<file path="config.mk">
export PLATFORM = sky130hd
export DESIGN_NAME = prbs31_err_window
export DESIGN_NICKNAME = d
export VERILOG_FILES = /design/src/rtl/prbs31_pkg.sv /design/src/rtl/prbs31_err_window.sv
export SDC_FILE = /design/constraint.sdc
export NUM_CORES = 1
export LEC_CHECK = 0
export ABC_AREA = 1
export CAP_MARGIN = 20
export CORE_MARGIN = 3
export CORE_UTILIZATION = 50
export CTS_CLUSTER_SIZE = 8
export DETAILED_ROUTE_END_ITERATION = 10
export GPL_ROUTABILITY_DRIVEN = 0
export HOLD_SLACK_MARGIN = 0.03
export PLACE_DENSITY = 0.7
export REMOVE_ABC_BUFFERS = 1
export SKIP_LAST_GASP = 1
export SLEW_MARGIN = 40
export SYNTH_ARGS = -nofsm -noshare
export SYNTH_HDL_FRONTEND = slang
export SYNTH_SLANG_ARGS = --single-unit
</file>
<file path="constraint.sdc">
create_clock -name clk -period 1.7 [get_ports clk]
set_input_delay 0.17 -clock clk [delete_from_list [all_inputs] [get_ports clk]]
set_output_delay 0.17 -clock clk [all_outputs]
set_load 0.02 [all_outputs]
</file>
<file path="src/rtl/prbs31_pkg.sv">
// Shared constants and types for the PRBS31 (x^31 + x^28 + 1) generator and checker.
// Tap positions index a shift register whose bit 0 holds the newest bit.
package prbs31_pkg;

    typedef enum logic [1:0] {
        HUNT   = 2'd0,
        VERIFY = 2'd1,
        LOCKED = 2'd2
    } state_e;

    localparam int PRBS_LEN = 31;
    localparam int TAP_A    = 27;
    localparam int TAP_B    = 30;

    localparam int LOCK_CNT_DEF = 64;
    localparam int WIN_LEN_DEF  = 1024;
    localparam int LOSS_THR_DEF = 8;
    localparam int CNT_W_DEF    = 16;

    // Bits needed to hold the values 0..max_val.
    function automatic int cnt_w(input int max_val);
        return (max_val < 2) ? 1 : $clog2(max_val + 1);
    endfunction

    localparam int FILL_W = cnt_w(PRBS_LEN - 1);

endpackage

</file>
<file path="src/rtl/prbs31_err_window.sv">
// Sliding-block error density monitor: counts errors per WIN_LEN qualified bits and
// requests loss of lock when LOSS_THR errors land inside one window.
module prbs31_err_window
    import prbs31_pkg::*;
#(
    parameter int WIN_LEN  = WIN_LEN_DEF,
    parameter int LOSS_THR = LOSS_THR_DEF
) (
    input  logic clk,
    input  logic rst_i,
    input  logic bit_en_i,
    input  logic err_en_i,
    input  logic restart_i,
    output logic loss_req_o
);

    localparam int BIT_W = cnt_w(WIN_LEN - 1);
    localparam int ERR_W = cnt_w(LOSS_THR);

    logic [BIT_W-1:0] win_bit_q, win_bit_d;
    logic [ERR_W-1:0] win_err_q, win_err_d;
    logic             win_end;

    // NOTE: every signal driven here gets a default first so no path leaves it
    // unassigned, which is what keeps combinational blocks free of latches.
    always_comb begin
        win_end    = bit_en_i && (win_bit_q == BIT_W'(WIN_LEN - 1));
        loss_req_o = bit_en_i && err_en_i && (win_err_q == ERR_W'(LOSS_THR - 1));
        win_bit_d  = win_bit_q;
        win_err_d  = win_err_q;
        if (restart_i || win_end || loss_req_o) begin
            win_bit_d = '0;
            win_err_d = '0;
        end else if (bit_en_i) begin
            win_bit_d = win_bit_q + BIT_W'(1);
            if (err_en_i) begin
                win_err_d = win_err_q + ERR_W'(1);
            end
        end
    end

    // NOTE: state registers use non-blocking assignments so every flop samples
    // the pre-edge values regardless of block ordering.
    always_ff @(posedge clk or posedge rst_i) begin
        if (rst_i) begin
            win_bit_q <= '0;
            win_err_q <= '0;
        end else begin
            win_bit_q <= win_bit_d;
            win_err_q <= win_err_d;
        end
    end

endmodule

</file>
==> results of run 1 <==
==> kinds of logic (layout without fill, tap and decap cells) <==
group / Yosys count / in the layout
buffers and inverters: 17 / 28
DFF: 14 / 14
xor gates and xnor gates: 6 / 6
adders and majority gates: 2 / 2
and+or+nand+nor: 59 / 59
AOI/OAI and AO/OA: 4 / 4
==> cell usage in the layout, fill, tap and decap left out, drive strengths merged <==
cell | synthesis | layout
inv | 16 | 16
ha | 2 | 2
nand2 | 20 | 20
a21oi | 2 | 2
buf | 1 | 3
clkdlybuf4s50 | 0 | 4
nand4 | 4 | 4
xnor2 | 1 | 1
nor2 | 20 | 20
xor2 | 5 | 5
nor3 | 3 | 3
dfrtp | 14 | 14
clkbuf | 0 | 5
nand3 | 12 | 12
o21ai | 2 | 2
==> final timing paths <==
check / start / endpoint / slack [ns]
setup / recovery: win_err_q[0] / loss_req_o / 0.23
hold / removal: rst_i / win_err_q[1] / 0.22
setup reg to reg: win_err_q[0] / win_bit_q[5] / 0.26
hold reg to reg: win_err_q[0] / win_err_q[0] / 0.51
max in group asynchronous: rst_i / win_bit_q[4] / 1.12
min in group clk: win_err_q[0] / win_err_q[0] / 0.51
==> layout make-up <==
| cell class | instances | area [um^2] |
|---|---|---|
| tap | 16 | 20.02 |
| sequential | 14 | 350.3 |
| clock buffer | 4 | 36.28 |
| inverter | 16 | 60.06 |
| multi-input combinational | 71 | 427.9 |
| fill | 140 | 596.8 |
| timing repair buffer | 8 | 67.56 |
==> power groups by stage <==
stage          Clock [W]  Sequential, W  Combinational, W
2_1_floorplan          0       0.000352         0.0000353
3_3_place_gp           0       0.000353         0.0000591
3_5_place_dp           0       0.000353         0.0000603
4_1_cts         0.000252       0.000347         0.0000609
5_1_grt         0.000271       0.000348         0.0000679
6_report        0.000246       0.000346         0.0000597
==> routing by layer <==
layer  GRT usage [%]  part of all wire, %
met5               0                    0
met4           8.287                  1.1
met3           3.448                  1.9
met2           25.13                   49
met1           22.25                   48
==> metrics by stage <==
| stage | TNS (ns) | cells | hold slack, ns |
|---|---|---|---|
| 3_3_place_gp | -0.0005590 | 125 | 0.4995 |
| 2_1_floorplan | 0 | 101 | 0.05922 |
| 5_1_grt | 0 | 129 | 0.2597 |
| 3_5_place_dp | -0.01577 | 125 | 0.5015 |
| 4_1_cts | 0 | 129 | 0.2359 |
| 6_report | 0 | 129 | 0.2197 |
==> sequential cells by signal (all words and copies together) (netlist names) <==
register   count
win_bit_q     10
win_err_q      4
==> timing repair <==
action                     in CTS  in global routing
setup endpoints to repair       1                  1
pin swaps                       0                  0
resized for setup               1                  2
hold endpoints to repair        0                  0
setup buffers                   0                  0
==> flow_summary.toml, run 1 <==
[timing]
fin_crit_ns = 1.470
rsz0062_at_grt = "no"
max_slew_margin_pct = 63.95
setup_slack_ns = 0.2304
hold_violations = 0
fin_skew_ns = 0.002414
period_share_pct = 86.45
maxSlewViolCount = 0
worst_pin_slew_ns = 0.5402
max_freq_mhz = 680.5
finalSetupViolCount = 0

[setup_path]
cp.required_ns = 1.53
end_kind = "primary output"
cpPeakStageDelay_ns = 0.40
crit_arrival_ns = 1.30
path_buf_inv = 1
r2r_cells = 7
slowest_stage = "dfrtp_1"
cp_cell_sequence = "ha_1, nand3_1, nor2_1, clkbuf_2"
path_class = "register to primary output"
crit_family = "flip-flops"
cp_max_fo = 4
start_kind = "register"
path_depth = 4

[cts]
hold_buffers = 0
cts_tree = "yes"
cts_root_buffer = "clkbuf_4"
clk_pin_slew_ns = 0.09
insertion_delay_ns = 0.28
cts-buffers-inserted = 3
cts_buffer_depth = 2
clock-sinks = 14
htree_levels = 1

[route]
firstDrtPassIters = 4
drc = 0
wl_per_cell_um = 11.55
viasPerCell = 5.054
ant_nets = 0
routed_wl_um = 1490
via_count = 652
drtIter0Drc = 9

[synthesis]
syn_area_um2 = 849.6
synth_top_family_by_area = "simple AND/OR/NAND/NOR gates"
synthTopCellsByCount = "nand2_1 (17), inv_1 (15), nor2_1 (15)"
yosys.area_share.simple_pct = 38.88
synth-edff-count = 0
synth_compound_area_share_pct = 2.356
syn_area_per_cell_um2 = 8.329
ys_seq_area_share_pct = 41.24
yosysWarnings = 0
async_flop_share_pct = 100.0
ys_types = 21
yosysTopAreaCell = "dfrtp_1"
ys_ff_latch = 14
synth_area_leaders = "dfrtp_1 (41%), nand2_1 (7.5%), inv_1 (6.6%), nor2_1 (6.6%), nand3_1 (5.3%)"
synthCells = 102
synth_adder_area_share_pct = 2.946
muxShareOfSynthArea_pct = 0
post-synth-top-area-fraction_pct = 41.24
yosys.cell_count.top_type = "nand2_1"
ys.flop_type = "dfrtp_1"
yosys.area_share.xor_xnor_pct = 6.186

[flow_run]
maxCapViolCount = 0

[grt]
antenna_found_initial = 0
grt_pass1_vias = 593
grtUsageTotal_pct = 16.60
grt_max_degree = 15
grt.overflow.total = 0
grt_pass1_wl_um = 2525

[floorplan]
io_pins = 6
die-area_mm2 = 0.002230
core_area_mm2 = 0.001559
start_util_pct = 54.49
rows = 14
floorplan.die.height_um = 47.22
die_width_um = 47.22

[power]
seq_power_share_pct = 53.2
total_power_w = 0.0006518
p_sw_w = 0.0001567
pwr-share-comb_pct = 9.2
pwr-share-clk_pct = 37.7
vdd_drop_max_uv = 435.4
switching_share_pct = 24.04
leakagePower_nw = 0.4398
p_per_area_mw_per_mm2 = 677.4
p_int_w = 0.0004951

[placed_design]
place.detailed.hpwl_um = 1125
placed_area_um2 = 930.9
pre_cts_slack_ns = -0.01577
portBuffers = 5

[cells_and_area]
final_core_util_pct = 61.72
final_cell_area_um2 = 962.2
layout.nets = 121
syn2layout_area_growth_pct = 13.25
antenna_cells = 0
drive_above_1_share_pct = 18.58

[min_path]
hp-class = "primary input to async pin"

[outcome]
status = "finished clean"
(Power assumes the default switching activity.)
==> run 2: changes to the inputs <==
CTS_CLUSTER_SIZE = unset   (was 8)
==> results of run 2 <==
The final DEF is identical to that of run 1; final timing and power are the same.
